<file path="config.mk">
export PLATFORM = sky130hd
export DESIGN_NAME = branch_predict_resolve_unit
export DESIGN_NICKNAME = d
export VERILOG_FILES = /design/src/rtl/rv_branch_pkg.sv /design/src/rtl/branch_predict_resolve_unit_sat_counter.sv /design/src/rtl/branch_predict_resolve_unit.sv
export SDC_FILE = /design/constraint.sdc
export NUM_CORES = 2
export LEC_CHECK = 0
export ABC_AREA = 1
export BUFFER_PORTS_ARGS = -buffer_cell sky130_fd_sc_hd__clkbuf_2
export CAP_MARGIN = 20
export CORE_MARGIN = 5
export CORE_UTILIZATION = 50
export DETAILED_ROUTE_END_ITERATION = 8
export PLACE_DENSITY_LB_ADDON = 0.08
export SLEW_MARGIN = 5
export SYNTH_ARGS = -nofsm -noshare
export SYNTH_HDL_FRONTEND = slang
export SYNTH_SLANG_ARGS = --single-unit
</file>
<file path="constraint.sdc">
create_clock -name CLK -period 3.25 [get_ports CLK]
set_input_delay 0 -clock CLK [delete_from_list [all_inputs] [get_ports CLK]]
set_output_delay 0 -clock CLK [all_outputs]
set_load 0.05 [all_outputs]
</file>
<file path="src/rtl/rv_branch_pkg.sv">
// Shared types and funct3 encodings for the branch predict/resolve unit.
package rv_branch_pkg;

   localparam int BP_XLEN = 32;

   localparam logic [2:0] F3_BEQ  = 3'b000;
   localparam logic [2:0] F3_BNE  = 3'b001;
   localparam logic [2:0] F3_BLT  = 3'b100;
   localparam logic [2:0] F3_BGE  = 3'b101;
   localparam logic [2:0] F3_BLTU = 3'b110;
   localparam logic [2:0] F3_BGEU = 3'b111;

   typedef logic [1:0] ctr2_t;

   typedef struct packed {
      logic               valid;
      logic [BP_XLEN-1:0] tag;
      logic [BP_XLEN-1:0] target;
      ctr2_t              ctr;
   } btb_entry_t;

   localparam ctr2_t CTR_MAX   = 2'd3;
   localparam ctr2_t CTR_MIN   = 2'd0;
   localparam ctr2_t CTR_RESET = 2'd1;

endpackage

</file>
<file path="src/rtl/branch_predict_resolve_unit_sat_counter.sv">
// 2-bit saturating up/down counter next-value logic, one per BTB entry.
module branch_sat_counter
   import rv_branch_pkg::*;
(
   input  ctr2_t ctr_i,
   input  logic  up_i,
   output ctr2_t ctr_o
);

   always_comb begin
      ctr_o = ctr_i;
      if (up_i) begin
         if (ctr_i != CTR_MAX) ctr_o = ctr_i + 2'd1;
      end else begin
         if (ctr_i != CTR_MIN) ctr_o = ctr_i - 2'd1;
      end
   end

endmodule

</file>
<file path="src/rtl/branch_predict_resolve_unit.sv">
// Branch/jump unit: BTB lookup in IF, resolution, redirect and BTB update in EX.
// Optional perf counters enabled by defining BRANCH_PERF_CNT_EN.
module branch_predict_resolve_unit
   import rv_branch_pkg::*;
#(
   parameter int XLEN        = BP_XLEN,
   parameter int BTB_ENTRIES = 16,
   parameter int CTR_ALLOC   = 2
) (
   input  logic            CLK,
   input  logic            RESET_N,
   input  logic [XLEN-1:0] IF_PC,
   output logic            PRED_TAKEN,
   output logic [XLEN-1:0] PRED_TARGET,
   input  logic            EX_VALID,
   input  logic [XLEN-1:0] EX_PC,
   input  logic            EX_BRANCH,
   input  logic            EX_JUMP,
   input  logic [2:0]      EX_FUNCT3,
   input  logic [XLEN-1:0] EX_BRANCH_IMM,
   input  logic [XLEN-1:0] EX_JUMP_TARGET,
   input  logic            ZERO,
   input  logic            SIGN,
   input  logic            SLTU,
   input  logic            EX_PRED_TAKEN,
   input  logic [XLEN-1:0] EX_PRED_TARGET,
   output logic            REDIRECT,
   output logic [XLEN-1:0] REDIRECT_PC,
`ifdef BRANCH_PERF_CNT_EN
   output logic [31:0]     PERF_BRANCHES,
   output logic [31:0]     PERF_MISPREDICTS,
`endif
   output logic            FLUSH
);

   localparam int IDX_W = $clog2(BTB_ENTRIES);

   btb_entry_t btb_q [BTB_ENTRIES];
   btb_entry_t btb_d [BTB_ENTRIES];
   ctr2_t      ctr_nxt [BTB_ENTRIES];

   logic            redirect_q, redirect_d;
   logic [XLEN-1:0] redirect_pc_q, redirect_pc_d;

   logic [IDX_W-1:0] if_idx, ex_idx;
   logic [XLEN-1:0]  if_tag, ex_tag;
   logic             if_hit, ex_hit;

   logic            active, is_jump, is_branch;
   logic            cond, f3_ok, taken, mispredict;
   logic [XLEN-1:0] target, seq_pc;

   // Tags keep the full shifted PC; the upper zero bits fold away.
   assign if_idx = IF_PC[IDX_W+1:2];
   assign ex_idx = EX_PC[IDX_W+1:2];
   assign if_tag = IF_PC >> (IDX_W + 2);
   assign ex_tag = EX_PC >> (IDX_W + 2);

   assign if_hit = btb_q[if_idx].valid && (btb_q[if_idx].tag == if_tag);
   assign ex_hit = btb_q[ex_idx].valid && (btb_q[ex_idx].tag == ex_tag);

   assign PRED_TAKEN  = if_hit && btb_q[if_idx].ctr[1];
   assign PRED_TARGET = if_hit ? btb_q[if_idx].target : IF_PC + XLEN'(4);

   always_comb begin
      cond  = 1'b0;
      f3_ok = 1'b1;
      case (EX_FUNCT3)
         F3_BEQ:  cond = ZERO;
         F3_BNE:  cond = ~ZERO;
         F3_BLT:  cond = SIGN;
         F3_BGE:  cond = ~SIGN;
         F3_BLTU: cond = SLTU;
         F3_BGEU: cond = ~SLTU;
         default: f3_ok = 1'b0;
      endcase
   end

   // Wrong-path instruction in the redirect cycle is ignored.
   assign active    = EX_VALID && !redirect_q;
   assign is_jump   = EX_JUMP;
   assign is_branch = EX_BRANCH && !EX_JUMP;
   assign taken     = is_jump || (is_branch && cond);
   assign seq_pc    = EX_PC + XLEN'(4);
   assign target    = is_jump ? EX_JUMP_TARGET
                              : EX_PC + EX_BRANCH_IMM;

   assign mispredict =
      (taken && (!EX_PRED_TAKEN || (EX_PRED_TARGET != target))) ||
      (!taken && EX_PRED_TAKEN);

   for (genvar i = 0; i < BTB_ENTRIES; i++) begin : g_ctr
      branch_sat_counter u_ctr (
         .ctr_i (btb_q[i].ctr),
         .up_i  (taken),
         .ctr_o (ctr_nxt[i])
      );
   end

   always_comb begin
      redirect_d    = 1'b0;
      redirect_pc_d = redirect_pc_q;
      if (active && mispredict) begin
         redirect_d    = 1'b1;
         redirect_pc_d = taken ? target : seq_pc;
      end
   end

   always_comb begin
      btb_d = btb_q;
      if (active) begin
         if (is_jump) begin
            btb_d[ex_idx].valid  = 1'b1;
            btb_d[ex_idx].tag    = ex_tag;
            btb_d[ex_idx].target = target;
            btb_d[ex_idx].ctr    = CTR_MAX;
         end else if (is_branch && f3_ok) begin
            if (ex_hit) begin
               btb_d[ex_idx].ctr = ctr_nxt[ex_idx];
               if (taken) btb_d[ex_idx].target = target;
            end else if (taken) begin
               btb_d[ex_idx].valid  = 1'b1;
               btb_d[ex_idx].tag    = ex_tag;
               btb_d[ex_idx].target = target;
               btb_d[ex_idx].ctr    = ctr2_t'(CTR_ALLOC);
            end
         end
      end
   end

   always_ff @(posedge CLK or negedge RESET_N) begin
      if (!RESET_N) begin
         redirect_q    <= 1'b0;
         redirect_pc_q <= '0;
         for (int i = 0; i < BTB_ENTRIES; i++) begin
            btb_q[i].valid  <= 1'b0;
            btb_q[i].tag    <= '0;
            btb_q[i].target <= '0;
            btb_q[i].ctr    <= CTR_RESET;
         end
      end else begin
         redirect_q    <= redirect_d;
         redirect_pc_q <= redirect_pc_d;
         for (int i = 0; i < BTB_ENTRIES; i++) begin
            btb_q[i] <= btb_d[i];
         end
      end
   end

   assign REDIRECT    = redirect_q;
   assign FLUSH       = redirect_q;
   assign REDIRECT_PC = redirect_pc_q;

`ifdef BRANCH_PERF_CNT_EN
   logic [31:0] perf_br_q, perf_br_d;
   logic [31:0] perf_mis_q, perf_mis_d;

   always_comb begin
      perf_br_d  = perf_br_q;
      perf_mis_d = perf_mis_q;
      if (active && (perf_br_q != '1)) perf_br_d = perf_br_q + 32'd1;
      if (redirect_d && (perf_mis_q != '1)) perf_mis_d = perf_mis_q + 32'd1;
   end

   always_ff @(posedge CLK or negedge RESET_N) begin
      if (!RESET_N) begin
         perf_br_q  <= '0;
         perf_mis_q <= '0;
      end else begin
         perf_br_q  <= perf_br_d;
         perf_mis_q <= perf_mis_d;
      end
   end

   assign PERF_BRANCHES    = perf_br_q;
   assign PERF_MISPREDICTS = perf_mis_q;
`endif

endmodule

</file>
==> flow_summary.toml <==
[status]
outcome = "finished with violations"
violations = "design-rule violations, negative setup slack"

[clock_network]
root_buffer = "clkbuf_16"
cts_tree = "yes"
cts_buffers = 131
insertion_delay_ns = 0.81
cts.clk_slew.worst_paths_ns = 0.06
cts-htree-levels = 4
clock_sinks = 1105
clk_path_buf_depth = 3

[synthesis]
synth_edf_count = 0
ys_seq_elements = 1105
async_flop_share_pct = 100
yosys_warnings = 0
synthCells = 10900
synth_area_um2 = 70400
synthDistinctLibCells = 43
syn_nets = 11100
yosysSeqAreaShare_pct = 39.3
synth.avg_cell_area_um2 = 6.47
ys.flop_type = "dfrtp_1"

[placed_design]
place.gp.congestion = 0.995
numPortBuffers = 238
dp.final_hpwl_um = 198000
dp_slack_ns = -0.225

[critical_path]
critPathArrivalTime_ns = 3.74
start_kind = "flop"
path_max_fanout = 7
critPathSlowestCell = "dfrtp_1"
crit_chain = "inv_1 > nand4_1 > o221ai_2 > o21ai_0 > nand2_1 > nand2_4 > o21ai_1 > buf_4 > nand3_1 > nor2_4 > nand2_2 > nor2_4 > buf_12 > buf_8 > nor2_2 > nor2_1 > buf_4 > buf_12"
path_buf_inv = 6
cp_slowest_stage_delay_ns = 0.36
cp.required_ns = 3.25
end_kind = "primary output"
path_delay_family = "simple AND/OR/NAND/NOR gates"
path_class = "reg2out"

[routing]
vias = 78500
drcViolationCount = 1
wl_met3_um = 31900
drt-met1-wl_um = 116000
routed_via_density = 5.98
wl_per_cell_um = 22.9
postRouteAntennaNets = 0
first_pass_iters = 9
top_layer = "met5"
drtIter0Drc = 9826
dr_wl_met2_um = 131000
wirelength_um = 301000

[sta]
holdWs_ns = 0.00128
finalWorstSetupSlack_ns = -0.492
skew_ns = 0.0630
rsz0062_at_grt = "yes"
tightest_slew_ns = 1.20
max_freq_mhz = 267
min_period_ns = 3.74
maxSlewViolCount = 0
relSlewSlack_pct = 20.0
hold_viol = 0
finalSetupViolations = 33
finalCritPeriodShare_pct = 115

[floorplan]
dieArea_um2 = 148000
ios = 239
core-area_um2 = 140000
start_util_pct = 50.4
chipWidth_um = 385
rows = 137
dieHeight_um = 385

[worst_hold_path]
hp-class = "in2reg"

[power_and_ir_drop]
peakVddDrop_mv = 0.477
powerDensity_nw_per_um2 = 600
p_leak_nw = 42.6

[final_layout]
mostFrequentLayoutCells = "nand2_1 (4351), o21ai_0 (1582), dfrtp_1 (1089)"
final_core_util_pct = 59.8
drive_gt1_share_pct = 11.4
final_common_cell = "nand2_1"
syn_to_final_growth_pct = 18.8
final_nets = 11400
n_fill_cell = 13100

[global_route]
grt_pass1_wl_um = 451000
overflow = 0
antenna_found_initial = 11
grt_pass1_vias = 73000
grt_max_degree = 183
grt_use_total_pct = 39.5

[job]
drv_cap = 0
==> cells in the mapped netlist, drive strengths merged, types with 2 or more instances <==
master,number,area [µm²]
dfstp,16,420
or2,33,206
o22ai,121,757
buf,164,813
nor4,3,18.8
nand2,4394,16500
nand3,758,3800
clkinv,24,90.1
inv,493,1850
nor2,800,3010
a22oi,161,1210
ha,36,450
dfrtp,1089,27300
a31oi,5,31.3
nand4,62,388
a311oi,4,35.0
nand3b,14,105
o2111ai,2,17.5
o21bai,7,52.6
o21ai,1611,8060
nor3,37,185
a21oi,197,986
clkbuf,638,2390
o31ai,2,15.0
xnor2,7,61.3
xor2,60,526
o211ai,58,435
o221ai,70,613
and2,3,18.8
==> metrics by stage <==
| step | cells | instance area, µm² | TNS (ns) | power (mW) |
|---|---|---|---|---|
| floorplan | 10900 | 70400 | 0 | 28.9 |
| global placement | 12800 | 77600 | -80.56 | 33.6 |
| detailed placement | 12800 | 77600 | -87.37 | 34.2 |
| CTS | 13100 | 83200 | -10.44 | 49.9 |
| global route | 13100 | 83600 | -15.21 | 53.1 |
| finish | 13100 | 83600 | -12.04 | 50.1 |
==> report_power, final <==
part | total [mW] | internal [mW] | switching, mW | leakage, nW
clock | 15.6 | 9.02 | 6.54 | 2.19
sequential | 19.9 | 17.1 | 2.77 | 14.3
combinational | 14.7 | 5.40 | 9.26 | 26.1
==> worst paths after layout <==
path	slack, ns	from	cells after the start	endpoint
max	-0.49	btb_q[62]	18	PRED_TARGET[9]
min	0.001	EX_PRED_TARGET[30]	9	REDIRECT_PC[9]
max reg2reg	0.20	btb_q[262]	16	btb_q[927]
min reg2reg	0.47	btb_q[741]	2	btb_q[741]
max in group asynchronous	1.72	RESET_N	5	btb_q[716]
min in group asynchronous	0.52	RESET_N	4	btb_q[289]
==> tightest hold or removal path: cells and delay by family <==
kind	cells	cell delay [ns]
AOI/OAI and AO/OA	1	0.06
buffers and inverters	2	0.27
and+or+nand+nor	6	0.44
==> logic make-up after synthesis <==
kind of cell | after synthesis | synth area share (%)
flip-flops | 1105 | 39.3
AO/OA/AOI/OAI | 2241 | 17.4
AND/OR/NAND/NOR | 6106 | 34.5
XOR/XNOR | 67 | 0.834
adder cells (fa/ha/maj) | 37 | 0.669
buffers and inverters | 1319 | 7.32
==> flip-flops by register name (all words and copies together) (netlist names) <==
signal	flops
btb_q	1072
REDIRECT_PC	32
FLUSH	1
==> routing by layer <==
| layer | track usage (%) | vias to the layer above |
|---|---|---|
| li1 | - | 35900 |
| met1 | 51.2 | 37100 |
| met2 | 60.1 | 4453 |
| met3 | 8.98 | 1068 |
| met4 | 24.3 | 2 |
| met5 | 0 | - |
==> repair_timing <==
item,in CTS,in global routing
cloned,2,0
endpoints found under the setup margin,33,479
resized for setup,88,94
hold buffers,64,0
buffers inserted,9,6
pin swaps,27,26
endpoints found under the hold margin,1536,0
==> layout make-up <==
| cell class | instances | area [µm²] | area share [%] |
|---|---|---|---|
| multi-input combinational | 8451 | 38200 | 45.6 |
| sequential | 1105 | 27700 | 33.1 |
| timing repair buffer | 947 | 8930 | 10.7 |
| clock buffer | 197 | 3810 | 4.55 |
| tap | 1876 | 2350 | 2.81 |
| inverter | 517 | 1980 | 2.36 |
| clock inverter | 39 | 708 | 0.847 |
| antenna | 7 | 17.5 | 0.0210 |
(Power assumes the default switching activity.)
